**src/rtl/uart_tx_buffered_pkg.sv**
```systemverilog
// uart_tx_buffered_pkg: serializer state encoding and 8N1 frame constants
package uart_tx_buffered_pkg;
    typedef enum logic [1:0] {
        S_IDLE  = 2'd0,
        S_START = 2'd1,
        S_DATA  = 2'd2,
        S_STOP  = 2'd3
    } state_t;
    localparam int DEFAULT_CLKS_PER_BIT = 217;
    localparam int FRAME_BITS = 10;
    localparam int DATA_BITS = FRAME_BITS - 2;
endpackage

```
**src/rtl/uart_tx_buffered_sync_fifo.sv**
```systemverilog
// uart_sync_fifo: single-clock FIFO with registered flags and combinational head word
module uart_sync_fifo #(
    parameter int WIDTH = 8,
    parameter int DEPTH = 16
) (
    input  logic                     i_clk,
    input  logic                     i_rst,
    input  logic                     wr_en,
    input  logic [WIDTH-1:0]         wr_data,
    input  logic                     rd_en,
    output logic [WIDTH-1:0]         rd_data,
    output logic                     full,
    output logic                     empty,
    output logic [$clog2(DEPTH):0]   count
);
    localparam int AW = $clog2(DEPTH);
    logic [WIDTH-1:0] mem [DEPTH];
    logic [AW-1:0]    wr_ptr, rd_ptr;
    logic             wr_ok, rd_ok;
    logic [AW:0]      count_n;
    assign wr_ok   = wr_en & ~full;
    assign rd_ok   = rd_en & ~empty;
    assign count_n = count + {{AW{1'b0}}, wr_ok} - {{AW{1'b0}}, rd_ok};
    assign rd_data = mem[rd_ptr];
    // storage: written only when there is room, so a dropped byte never lands
    always_ff @(posedge i_clk)
        if (wr_ok) mem[wr_ptr] <= wr_data;
    // pointers, occupancy and flags all move together from the same accept/pop decision
    always_ff @(posedge i_clk or posedge i_rst)
        if (i_rst) begin
            wr_ptr <= '0;
            rd_ptr <= '0;
            count  <= '0;
            full   <= 1'b0;
            empty  <= 1'b1;
        end else begin
            wr_ptr <= wr_ptr + AW'(wr_ok);
            rd_ptr <= rd_ptr + AW'(rd_ok);
            count  <= count_n;
            full   <= count_n == (AW+1)'(DEPTH);
            empty  <= count_n == '0;
        end
endmodule

```
**src/rtl/uart_tx_buffered.sv**
```systemverilog
// uart_tx_buffered: FIFO-buffered 8N1 transmitter sending queued bytes back-to-back
module uart_tx_buffered
    import uart_tx_buffered_pkg::*;
#(
    parameter int CLKS_PER_BIT = DEFAULT_CLKS_PER_BIT,
    parameter int FIFO_DEPTH   = 16
) (
    input  logic                          i_clk,
    input  logic                          i_rst,
    input  logic                          i_wr_en,
    input  logic [7:0]                    i_wr_data,
    output logic                          o_full,
    output logic                          o_empty,
    output logic [$clog2(FIFO_DEPTH):0]   o_count,
    output logic                          o_overflow,
    output logic                          o_uart_tx,
    output logic                          o_active,
    output logic                          o_done
);
    localparam int CW = $clog2(CLKS_PER_BIT);
    localparam logic [CW-1:0] CNT_LAST = CW'(CLKS_PER_BIT - 1);
    state_t               state, state_n;
    logic [CW-1:0]        cnt, cnt_n;
    logic [2:0]           idx, idx_n;
    logic [DATA_BITS-1:0] shift, shift_n;
    logic [7:0]           head;
    logic                 pop, bit_last, line_n;
    uart_sync_fifo #(.WIDTH(8), .DEPTH(FIFO_DEPTH)) u_fifo (
        .i_clk   (i_clk),
        .i_rst   (i_rst),
        .wr_en   (i_wr_en),
        .wr_data (i_wr_data),
        .rd_en   (pop),
        .rd_data (head),
        .full    (o_full),
        .empty   (o_empty),
        .count   (o_count)
    );
    assign bit_last = cnt == CNT_LAST;
    // next state, bit timing, pop decision and the line level for the current state
    always_comb begin
        state_n = state;
        cnt_n   = (state == S_IDLE || bit_last) ? '0 : cnt + 1'b1;
        idx_n   = idx;
        shift_n = shift;
        pop     = 1'b0;
        line_n  = 1'b1;
        case (state)
            S_IDLE: if (!o_empty) begin
                pop     = 1'b1;
                shift_n = head;
                state_n = S_START;
            end
            S_START: begin
                line_n  = 1'b0;
                state_n = bit_last ? S_DATA : S_START;
            end
            S_DATA: begin
                line_n = shift[0];
                if (bit_last) begin
                    idx_n   = idx + 3'd1;
                    shift_n = shift >> 1;
                    state_n = (idx == 3'd7) ? S_STOP : S_DATA;
                end
            end
            S_STOP: if (bit_last) begin
                pop     = !o_empty;
                shift_n = o_empty ? shift : head;
                state_n = o_empty ? S_IDLE : S_START;
            end
        endcase
    end
    // serializer state; the popped byte lives in shift so later writes cannot touch it
    always_ff @(posedge i_clk or posedge i_rst)
        if (i_rst) begin
            state <= S_IDLE;
            cnt   <= '0;
            idx   <= '0;
            shift <= '0;
        end else begin
            state <= state_n;
            cnt   <= cnt_n;
            idx   <= idx_n;
            shift <= shift_n;
        end
    // flopped line and status so they stay aligned with each other and glitch-free
    always_ff @(posedge i_clk or posedge i_rst)
        if (i_rst) begin
            o_uart_tx  <= 1'b1;
            o_active   <= 1'b0;
            o_done     <= 1'b0;
            o_overflow <= 1'b0;
        end else begin
            o_uart_tx  <= line_n;
            o_active   <= state != S_IDLE;
            o_done     <= state == S_STOP && bit_last;
            o_overflow <= i_wr_en & o_full;
        end
endmodule
```
**config.mk**
```make
export PLATFORM = sky130hd
export DESIGN_NAME = uart_tx_buffered
export DESIGN_NICKNAME = d
export VERILOG_FILES = /design/src/rtl/uart_tx_buffered_pkg.sv /design/src/rtl/uart_tx_buffered_sync_fifo.sv /design/src/rtl/uart_tx_buffered.sv
export SDC_FILE = /design/constraint.sdc
export NUM_CORES = 1
export LEC_CHECK = 0
export BUFFER_PORTS_ARGS = -buffer_cell sky130_fd_sc_hd__buf_2
export CORE_MARGIN = 3
export CORE_UTILIZATION = 44
export DETAILED_ROUTE_END_ITERATION = 6
export SYNTH_ARGS = -nofsm -noshare
export SYNTH_HDL_FRONTEND = slang
export SYNTH_SLANG_ARGS = --single-unit
```
**constraint.sdc**
```tcl
create_clock -name i_clk -period 7.6 [get_ports i_clk]
set_clock_uncertainty 0.1 [all_clocks]
set_input_delay 0.76 -clock i_clk [delete_from_list [all_inputs] [get_ports i_clk]]
set_output_delay 0.76 -clock i_clk [all_outputs]
set_load 0.005 [all_outputs]
```
==> summary.md, run 1 <==
| Metric | Value |
|---|---|
| Critical Path RT | `7.82 ns` |
| TritonRoute pass-1 iters | `4` |
| Post-synth top cells | `edfxtp_1, dfrtp_1, nor2_1` |
| Crit share post-route | `40.5%` |
| Core Box Area | `0.0153 mm²` |
| Yosys reg bits | `168` |
| Final Max Tran Viols | `0` |
| Worst VDD drop | `0.176 mV` |
| P&R area growth vs syn | `13.0%` |
| Cts repair resizes | `0` |
| Setup TNS | `0 ns` |
| P_leak | `2.80 nW` |
| Leading area contributor after synthesis | `edfxtp_1` |
| EDFF count, synth | `128` |
| Syn Inst Count | `392` |
| Syn. warnings | `0` |
| Layout cells sized above 1 | `19.2%` |
| Fill cells | `1306` |
| Site Rows | `45` |
| Initial antenna violation count | `0` |
| Die area | `0.0173 mm²` |
| First-pass GRT wire length | `19.8 mm` |
| Syn avg cell area | `17.6 µm²` |
| Iter 0 DRT Violations | `254` |
| Mapped cell area | `0.00692 mm²` |
| HP Class | `input pin to async pin` |
| RSZ-0062 raised after global routing | `false` |
| DIE HEIGHT | `131 µm` |
| N_diodes | `0` |
| Synth top area share | `55.6%` |
| Clock sink total | `168` |
| Worst setup EP type | `register` |
| Count leader, synth | `edfxtp_1` |
| Detailed-route wire length per cell | `18.9 µm` |
| CTS Hold Bufs | `0` |
| CTS tree | `built` |
| Antenna viol nets, final | `0` |
| Max-Slew Margin vs Limit | `33.6%` |
| Synth area leaders | `edfxtp_1, dfrtp_1, mux4_2` |
| Die width | `131 µm` |
| Main flop type after synthesis | `edfxtp_1` |
| Clock latency on the worst-skew pair | `0.42 ns` |
| Nets | `452` |
| Via count | `3407` |
| # setup viols final | `0` |
| Gr ovfl total | `0` |
| Least-Margin Pin Slew | `0.993 ns` |
| Remaining DRCs | `0` |
| Kind of critical path | `register to register` |
| Initial Utilization | `45.2%` |
| Setup repair bufs after CTS | `0` |
| Arrival time at the worst endpoint | `3.30 ns` |
| Final WL | `12.2 mm` |
| Clock buffer depth | `2` |
| Largest net degree at the start of global routing | `41` |
| Hpwl dp | `7.92 mm` |
| CP Launch Type | `register` |
| FFs w/ async S/R, synth | `23.8%` |
| Via/cell ratio | `5.29` |
| PD cells | `357 mW/mm²` |
| Yosys cell types | `43` |
| Gr usage total | `15.1%` |
| I/O Buffers | `21` |
| Num CTS Buffers | `17` |
| Clk root buf | `clkbuf_16` |
| Status | `finished clean` |
| Max Cap Viol | `0` |
| Final Hold Viols | `0` |
| Register area share after synthesis | `70.1%` |
| Syn Nets | `423` |
| Final core occ | `51.0%` |
| Gpl congestion | `0.743` |
| Max frequency | `325 MHz` |
| Clock-pin transition on the worst setup and hold timing paths | `0.06 ns` |
| IO Count | `22` |
| Vias in the first global route | `3537` |
| H-Tree Depth | `4` |
| Worst-path fanout max | `4` |
| Final min period | `3.08 ns` |
layout by cell type, fill, tap and decap left out, types with 16 or more instances in the layout:
cell type	n
dfrtp_1	36
inv_1	16
edfxtp_1	128
ha_1	19
buf_2	21
nor2_1	23
a22oi_1	16
mux4_2	19
clkbuf_16	17
nand2_1	17
where the power goes:
part / internal [mW] / total [mW] / switching (mW)
clock network: 0.553 / 0.899 / 0.347
registers: 1.15 / 1.26 / 0.110
logic: 0.308 / 0.624 / 0.316
critical path, cell delays in order (launching register included):
cell	delay, ns
dfrtp_1	0.39
inv_1	0.06
ha_1	0.19
nand3_1	0.12
nor2_1	0.09
and2_1	0.18
o21a_1	0.20
ha_1	0.28
inv_1	0.04
ha_1	0.19
fa_1	0.40
a21o_1	0.17
a21oi_1	0.17
xnor2_1	0.17
nor3b_1	0.23
sequential cells by signal, summed over array words and instances, names as in the netlist, named ones only:
signal	count
idx	3
o_uart_tx	1
shift	8
u_fifo.mem	128
u_fifo.rd_ptr	4
u_fifo.full	1
u_fifo.wr_ptr	4
o_overflow	1
u_fifo.count	5
o_done	1
u_fifo.empty	1
state	1
o_active	1
cnt	8
final cells by class:
type / count / area, µm² / share of cell area (%)
flip-flops and latches: 168 / 4850 / 62.1
inverters: 16 / 60.1 / 0.769
multi-input cells: 193 / 1880 / 24.1
well taps: 211 / 264 / 3.38
clock inverters: 13 / 193 / 2.47
clock buffers: 18 / 429 / 5.49
repair buffers: 25 / 135 / 1.73
metrics by stage:
stage	total power [mW]	instances	hold WS (ns)	cell area, µm²	worst slack (ns)
2_1_floorplan	1.77	392	0.353	6920	4.76
3_3_place_gp	1.90	613	0.367	7190	4.58
3_5_place_dp	1.92	613	0.381	7190	4.53
4_1_cts	2.82	644	0.375	7810	4.50
5_1_grt	2.94	644	0.400	7810	4.29
6_report	2.79	644	0.364	7810	4.52
path summary, 6_finish.rpt:
kind / start / end / slack, ns / cells past startpoint
setup / recovery: cnt[0] / u_fifo.full / 4.52 / 14
hold / removal: i_rst / o_active / 0.36 / 3
setup reg to reg: cnt[0] / u_fifo.full / 4.52 / 14
hold reg to reg: idx[0] / idx[0] / 0.38 / 1
max in group asynchronous: i_rst / u_fifo.rd_ptr[1] / 6.66 / 3
min in group i_clk: idx[0] / idx[0] / 0.38 / 1
metal layers:
layer | track usage, % | share of wire [%] | vias to the layer above
met1 | 20.2 | 45 | 1765
met4 | 4.49 | 1.1 | 0
met5 | 0 | 0 | -
li1 | - | - | 1582
met3 | 4.17 | 3.5 | 11
met2 | 24.6 | 51 | 49
logic make-up (layout without fill, tap and decap cells):
group / count (synthesis) / count (layout) / share of synthesized area, %
AOI/OAI and AO/OA: 49 / 49 / 4.90
buffers and inverters: 31 / 72 / 2.84
DFF: 168 / 168 / 70.1
xor gates and xnor gates: 13 / 13 / 1.65
adders and majority gates: 20 / 20 / 3.73
and+or+nand+nor: 76 / 76 / 5.17
muxes: 35 / 35 / 11.6
Note: power is estimated with default switching activity, not from simulation.
==> run 2: changes to the inputs <==
Clock period 7.6 ns to 3.02 ns, I/O delays scaled along.
==> run 2 against run 1 <==
Non-clock buffer count increased by 22. Global-route usage increased by 1.4 points. Die area unchanged. Worst hold slack got worse by 0.20 ns. Clock power increased by 130%. Final area increased by 1.8%. Combinational power increased to 2.7 times the previous value. Wire length increased by 7.8%. Flip-flop and latch count unchanged. Register-to-register slack got worse by 4.3 ns. Via count increased by 3.9%. First-iteration DRC count decreased by 2.4%.
==> summary.md, run 2 (synthesized netlist as in run 1, its figures left out) <==
| Metric | Value |
|---|---|
| DIE HEIGHT | `131 µm` |
| Layout cells sized above 1 | `23.1%` |
| Commonest non-fill, non-tap cell in the layout | `edfxtp_1` |
| TritonRoute pass-1 iters | `4` |
| Min-Delay Endpoint | `u_fifo.mem[5][4]` |
| First-pass GRT wire length | `21.2 mm` |
| Max frequency | `351 MHz` |
| RSZ-0062 raised after global routing | `false` |
| Least-Margin Pin Slew | `0.782 ns` |
| Setup TNS | `0 ns` |
| Max-Slew Margin vs Limit | `47.7%` |
| Worst setup EP type | `register` |
| Crit share post-route | `94.3%` |
| I/O Buffers | `21` |
| Die area | `0.0173 mm²` |
| Via count | `3539` |
| HP Class | `input pin to register` |
| Antenna viol nets, final | `0` |
| Largest net degree at the start of global routing | `35` |
| CTS tree | `built` |
| IO Count | `22` |
| Status | `finished clean` |
| Worst VDD drop | `0.650 mV` |
| Gr ovfl total | `0` |
| Clock sink total | `168` |
| Final Max Tran Viols | `0` |
| Iter 0 DRT Violations | `248` |
| R2r endpoint | `u_fifo.empty` |
| Hold depth | `1` |
| Gr usage total | `16.5%` |
| Clock latency on the worst-skew pair | `0.42 ns` |
| CP max stage delay | `0.37 ns` |
| CP Launch Type | `register` |
| Gpl congestion | `0.747` |
| Final WL | `13.2 mm` |
| Die width | `131 µm` |
| Clock-pin transition on the worst setup and hold timing paths | `0.07 ns` |
| Most frequent CP cell | `ha_1` |
| H-Tree Depth | `4` |
| Remaining DRCs | `0` |
| Vias in the first global route | `3732` |
| Largest registers | `u_fifo.mem: 128 flops, cnt: 8 flops, shift: 8 flops` |
| Site Rows | `45` |
| Critical Path RT | `3.26 ns` |
| Final Hold Viols | `0` |
| Design area | `0.00795 mm²` |
| Post-Place Cell Area | `0.00734 mm²` |
| Nets | `474` |
| Initial antenna violation count | `0` |
| Worst-path fanout max | `3` |
| Max Cap Viol | `0` |
| # setup viols final | `0` |
| Final core occ | `51.9%` |
| Kind of critical path | `register to register` |
| P_leak | `2.90 nW` |
| N_diodes | `0` |
| Hpwl dp | `8.50 mm` |
| Arrival time at the worst endpoint | `3.09 ns` |
| Crit path cell chain | `inv_1, ha_1, nand3_1, nor2_1, and2_1, o21a_1, ha_1, inv_1, ha_1, fa_2, xor2_1, or3_1, nor3_1` |
| HP Start | `i_wr_data[4]` |
| RR Startpoint | `cnt[1]` |
| Largest register by flop count | `u_fifo.mem` |
| Largest register FFs | `128` |
| Num CTS Buffers | `17` |
| Reg2Reg Setup Slack | `0.17 ns` |
| Clock buffer depth | `2` |
| Final min period | `2.85 ns` |
| Clk root buf | `clkbuf_16` |
| Core Box Area | `0.0153 mm²` |
| R2r worst-path depth | `13` |
| Via/cell ratio | `5.31` |
| Setup repair bufs after CTS | `0` |
| PD cells | `874 mW/mm²` |
| Commonest non-fill, non-tap cells in the layout | `edfxtp_1, dfrtp_1, nor2_1, buf_4, buf_2` |
| Detailed-route wire length per cell | `19.7 µm` |
| Initial Utilization | `45.2%` |
| P&R area growth vs syn | `15.0%` |
| Crit-path slowest cell | `dfrtp_1` |
run 2: layout make-up:
cell class | count | area, µm²
inverters | 16 | 60.1
flip-flops and latches | 168 | 4850
well taps | 211 | 264
fillers | 1267 | 7360
clock inverters | 14 | 139
clock buffers | 17 | 425
repair buffers | 47 | 318
multi-input cells | 193 | 1900
run 2: how the worst max path moves through the flow:
| stage | start | end | depth (start not counted) |
|---|---|---|---|
| after floorplan | cnt[0] | u_fifo.full | 14 |
| final | cnt[1] | u_fifo.empty | 13 |
| after detailed placement | cnt[1] | u_fifo.full | 14 |
| after global routing | cnt[1] | u_fifo.full | 14 |
| after CTS | cnt[1] | u_fifo.full | 14 |
| after global placement | cnt[1] | u_fifo.full | 14 |
run 2: report_power, final:
| group | internal [mW] | switching [mW] |
|---|---|---|
| registers | 2.90 | 0.281 |
| clock network | 1.15 | 0.911 |
| logic | 0.862 | 0.844 |
| total | 4.91 | 2.04 |
run 2: routing by layer:
layer | GRT usage (%) | routed length, µm | vias to the layer above | share of wire (%)
met1 | 22.0 | 5940 | 1827 | 45
met3 | 4.86 | 501 | 16 | 3.8
li1 | - | - | 1637 | -
met2 | 27.0 | 6530 | 59 | 50
met5 | 0 | 0 | - | 0
met4 | 4.03 | 174 | 0 | 1.3
run 2: critical path, delay by kind of cell (launching register included):
kind / cells / cell delay [ns]
xor+xnor: 1 / 0.18
simple gates: 5 / 0.83
fa+ha+maj: 4 / 1.01
compound gates: 1 / 0.20
flops: 1 / 0.37
buf+inv: 2 / 0.09
run 2: through the flow:
step	setup slack, ns	power (mW)	hold slack (ns)	instances
3_5_place_dp	0.0524	4.93	0.315	633
6_report	0.173	6.95	0.161	666
5_1_grt	0.00463	7.35	0.152	666
3_3_place_gp	0.115	4.88	0.317	633
2_1_floorplan	0.179	4.45	0.301	392
4_1_cts	0.0252	7.01	0.144	666
run 2: what timing repair did:
action / in CTS / in global routing
hold endpoints to repair: 16 / 0
setup endpoints to repair: 0 / 2
resized for setup: 0 / 4
hold buffers: 2 / 0
==> run 3: changes to the inputs <==
Settings changed: PLACE_DENSITY set to 0.64.
==> run 3 against run 2 <==
The flow now finishes with violations (hold timing). Via count increased by 1.5%. Wire length decreased by 4.5%. Largest cell class unchanged. Die area unchanged. Highest routed layer unchanged. Sequential share of layout area about the same. Clock power decreased by 2%. Critical endpoint is now u_fifo.full. Setup slack improved by 0.0010 ns. Non-clock buffer count increased by 1. Final area about the same. Fmax about the same.
==> summary.md, run 3 (synthesized netlist as in run 1, its figures left out) <==
| Metric | Value |
|---|---|
| Status | `complete, but fails checks` |
| Violated checks | `hold timing` |
| Crit share post-route | `94.2%` |
| Max frequency | `351 MHz` |
| Iter 0 DRT Violations | `406` |
| R2r worst-path depth | `14` |
| Vias in the first global route | `3607` |
| CTS tree | `built` |
| # setup viols final | `0` |
| Final core occ | `51.9%` |
| Commonest non-fill, non-tap cells in the layout | `edfxtp_1, dfrtp_1, buf_4` |
| Die width | `131 µm` |
| Max Cap Viol | `0` |
| Largest register FFs | `128` |
| P_leak | `2.90 nW` |
| PD cells | `880 mW/mm²` |
| Clock buffer depth | `2` |
| Initial antenna violation count | `0` |
| Commonest non-fill, non-tap cell in the layout | `edfxtp_1` |
| Final Max Tran Viols | `0` |
| Initial Utilization | `45.2%` |
| Clk root buf | `clkbuf_16` |
| Arrival time at the worst endpoint | `3.08 ns` |
| Core Box Area | `0.0153 mm²` |
| Crit path cell chain | `inv_1, ha_1, nand3_2, nor2_4, and2_1, o21a_1, ha_1, inv_1, ha_1, fa_2, a21o_1, a21oi_2, xnor2_2, nor3b_2` |
| Largest registers | `u_fifo.mem: 128 flops, cnt: 8 flops, shift: 8 flops` |
| Final Hold Viols | `23` |
| Most frequent CP cell | `ha_1` |
| Worst setup EP type | `register` |
| HP Class | `input pin to async pin` |
| TritonRoute pass-1 iters | `5` |
| Reg2Reg Setup Slack | `0.17 ns` |
| Num CTS Buffers | `17` |
| Gpl congestion | `0.779` |
| Worst VDD drop | `0.443 mV` |
| Worst hold slack | `-0.0178 ns` |
| RSZ-0062 raised after global routing | `false` |
| Detailed-route wire length per cell | `18.8 µm` |
| Setup TNS | `0 ns` |
| Critical Path RT | `3.26 ns` |
| Gr usage total | `15.3%` |
| I/O Buffers | `21` |
| Via/cell ratio | `5.38` |
| P&R area growth vs syn | `15.0%` |
| R2r endpoint | `u_fifo.full` |
| Final min period | `2.85 ns` |
| N_diodes | `0` |
| H-Tree Depth | `4` |
| Least-Margin Pin Slew | `0.973 ns` |
| Largest register by flop count | `u_fifo.mem` |
| First-pass GRT wire length | `19.9 mm` |
| IO Count | `22` |
| Layout cells sized above 1 | `24.1%` |
| CP Launch Type | `register` |
| Antenna viol nets, final | `0` |
| Max-Slew Margin vs Limit | `34.9%` |
| Remaining DRCs | `0` |
| Die area | `0.0173 mm²` |
| Site Rows | `45` |
| Clock-pin transition on the worst setup and hold timing paths | `0.06 ns` |
| Via count | `3592` |
| Nets | `475` |
| Largest net degree at the start of global routing | `35` |
| Fill cells | `1253` |
| RR Startpoint | `cnt[0]` |
| Clock sink total | `168` |
| Gr ovfl total | `0` |
| CP max stage delay | `0.36 ns` |
| Hpwl dp | `8.11 mm` |
| DIE HEIGHT | `131 µm` |
| Crit-path slowest cell | `fa_2` |
| Kind of critical path | `register to register` |
| Clock latency on the worst-skew pair | `0.42 ns` |
| Final WL | `12.6 mm` |
| Worst-path fanout max | `4` |
[run 3: cell types whose count changed in the layout (fill, tap and decap cells not counted), moves of 2 or more]
cell | previous run | this run
buf_4 | 23 | 26
clkbuf_1 | 0 | 2
inv_6 | 6 | 2
clkinv_4 | 2 | 4
[run 3: what timing repair did]
action / in CTS / in global routing
hold buffers: 1 / 0
gates resized for setup: 1 / 8
setup endpoints to repair: 1 / 2
endpoints found under the hold margin: 1 / 0
setup buffers: 0 / 1
pin swaps: 0 / 0
[run 3: power breakdown]
part	leakage, nW	switching, mW	internal (mW)
sequential	1.64	0.237	2.90
clock	0.267	0.876	1.14
combinational	0.988	0.944	0.896
[run 3: metrics by stage]
step	setup WS (ns)	instance area, µm²	std cells	power (mW)
finish	0.174	7950	668	7.00
global route	0.0238	7950	668	7.39
CTS	0.0193	7910	667	6.98
detailed placement	0.0183	7340	634	4.95
global placement	0.0745	7340	634	4.90
floorplan	0.179	6920	392	4.45
[run 3: cell type report]
type                    count  area, µm²  area share (%)
repair buffers             48        310            3.90
clock buffers              19        433            5.44
inverters                  16       60.1           0.755
flip-flops and latches    168       4850            61.0
clock inverters            13        123            1.54
well taps                 211        264            3.32
multi-input cells         193       1910            24.1
[run 3: worst max-delay path: cells and delay by family (launching register included)]
kind                       cells  cell delay (ns)
adders and majority gates      4             1.03
and+or+nand+nor                4             0.51
buffers and inverters          2             0.08
xor gates and xnor gates       1             0.15
DFF                            1             0.34
AOI/OAI and AO/OA              3             0.56
[run 3: worst max path at each step]
stage          startpoint     endpoint  slack [ns]  depth (start not counted)
6_report           cnt[0]  u_fifo.full        0.17                         14
5_1_grt            cnt[1]  u_fifo.full        0.02                         14
4_1_cts            cnt[1]  u_fifo.full        0.02                         13
3_5_place_dp       cnt[1]  u_fifo.full        0.02                         14
3_3_place_gp       cnt[1]  u_fifo.full        0.07                         14
2_1_floorplan      cnt[0]  u_fifo.full        0.18                         14
[run 3: per-layer routing]
metal | routed length (µm) | vias up | share of wire (%) | GRT usage, %
met3 | 763 | 18 | 6.1 | 4.98
met1 | 5470 | 1826 | 44 | 20.5
li1 | - | 1635 | - | -
met2 | 6100 | 113 | 49 | 24.3
met5 | 0 | - | 0 | 0
met4 | 233 | 0 | 1.9 | 4.73
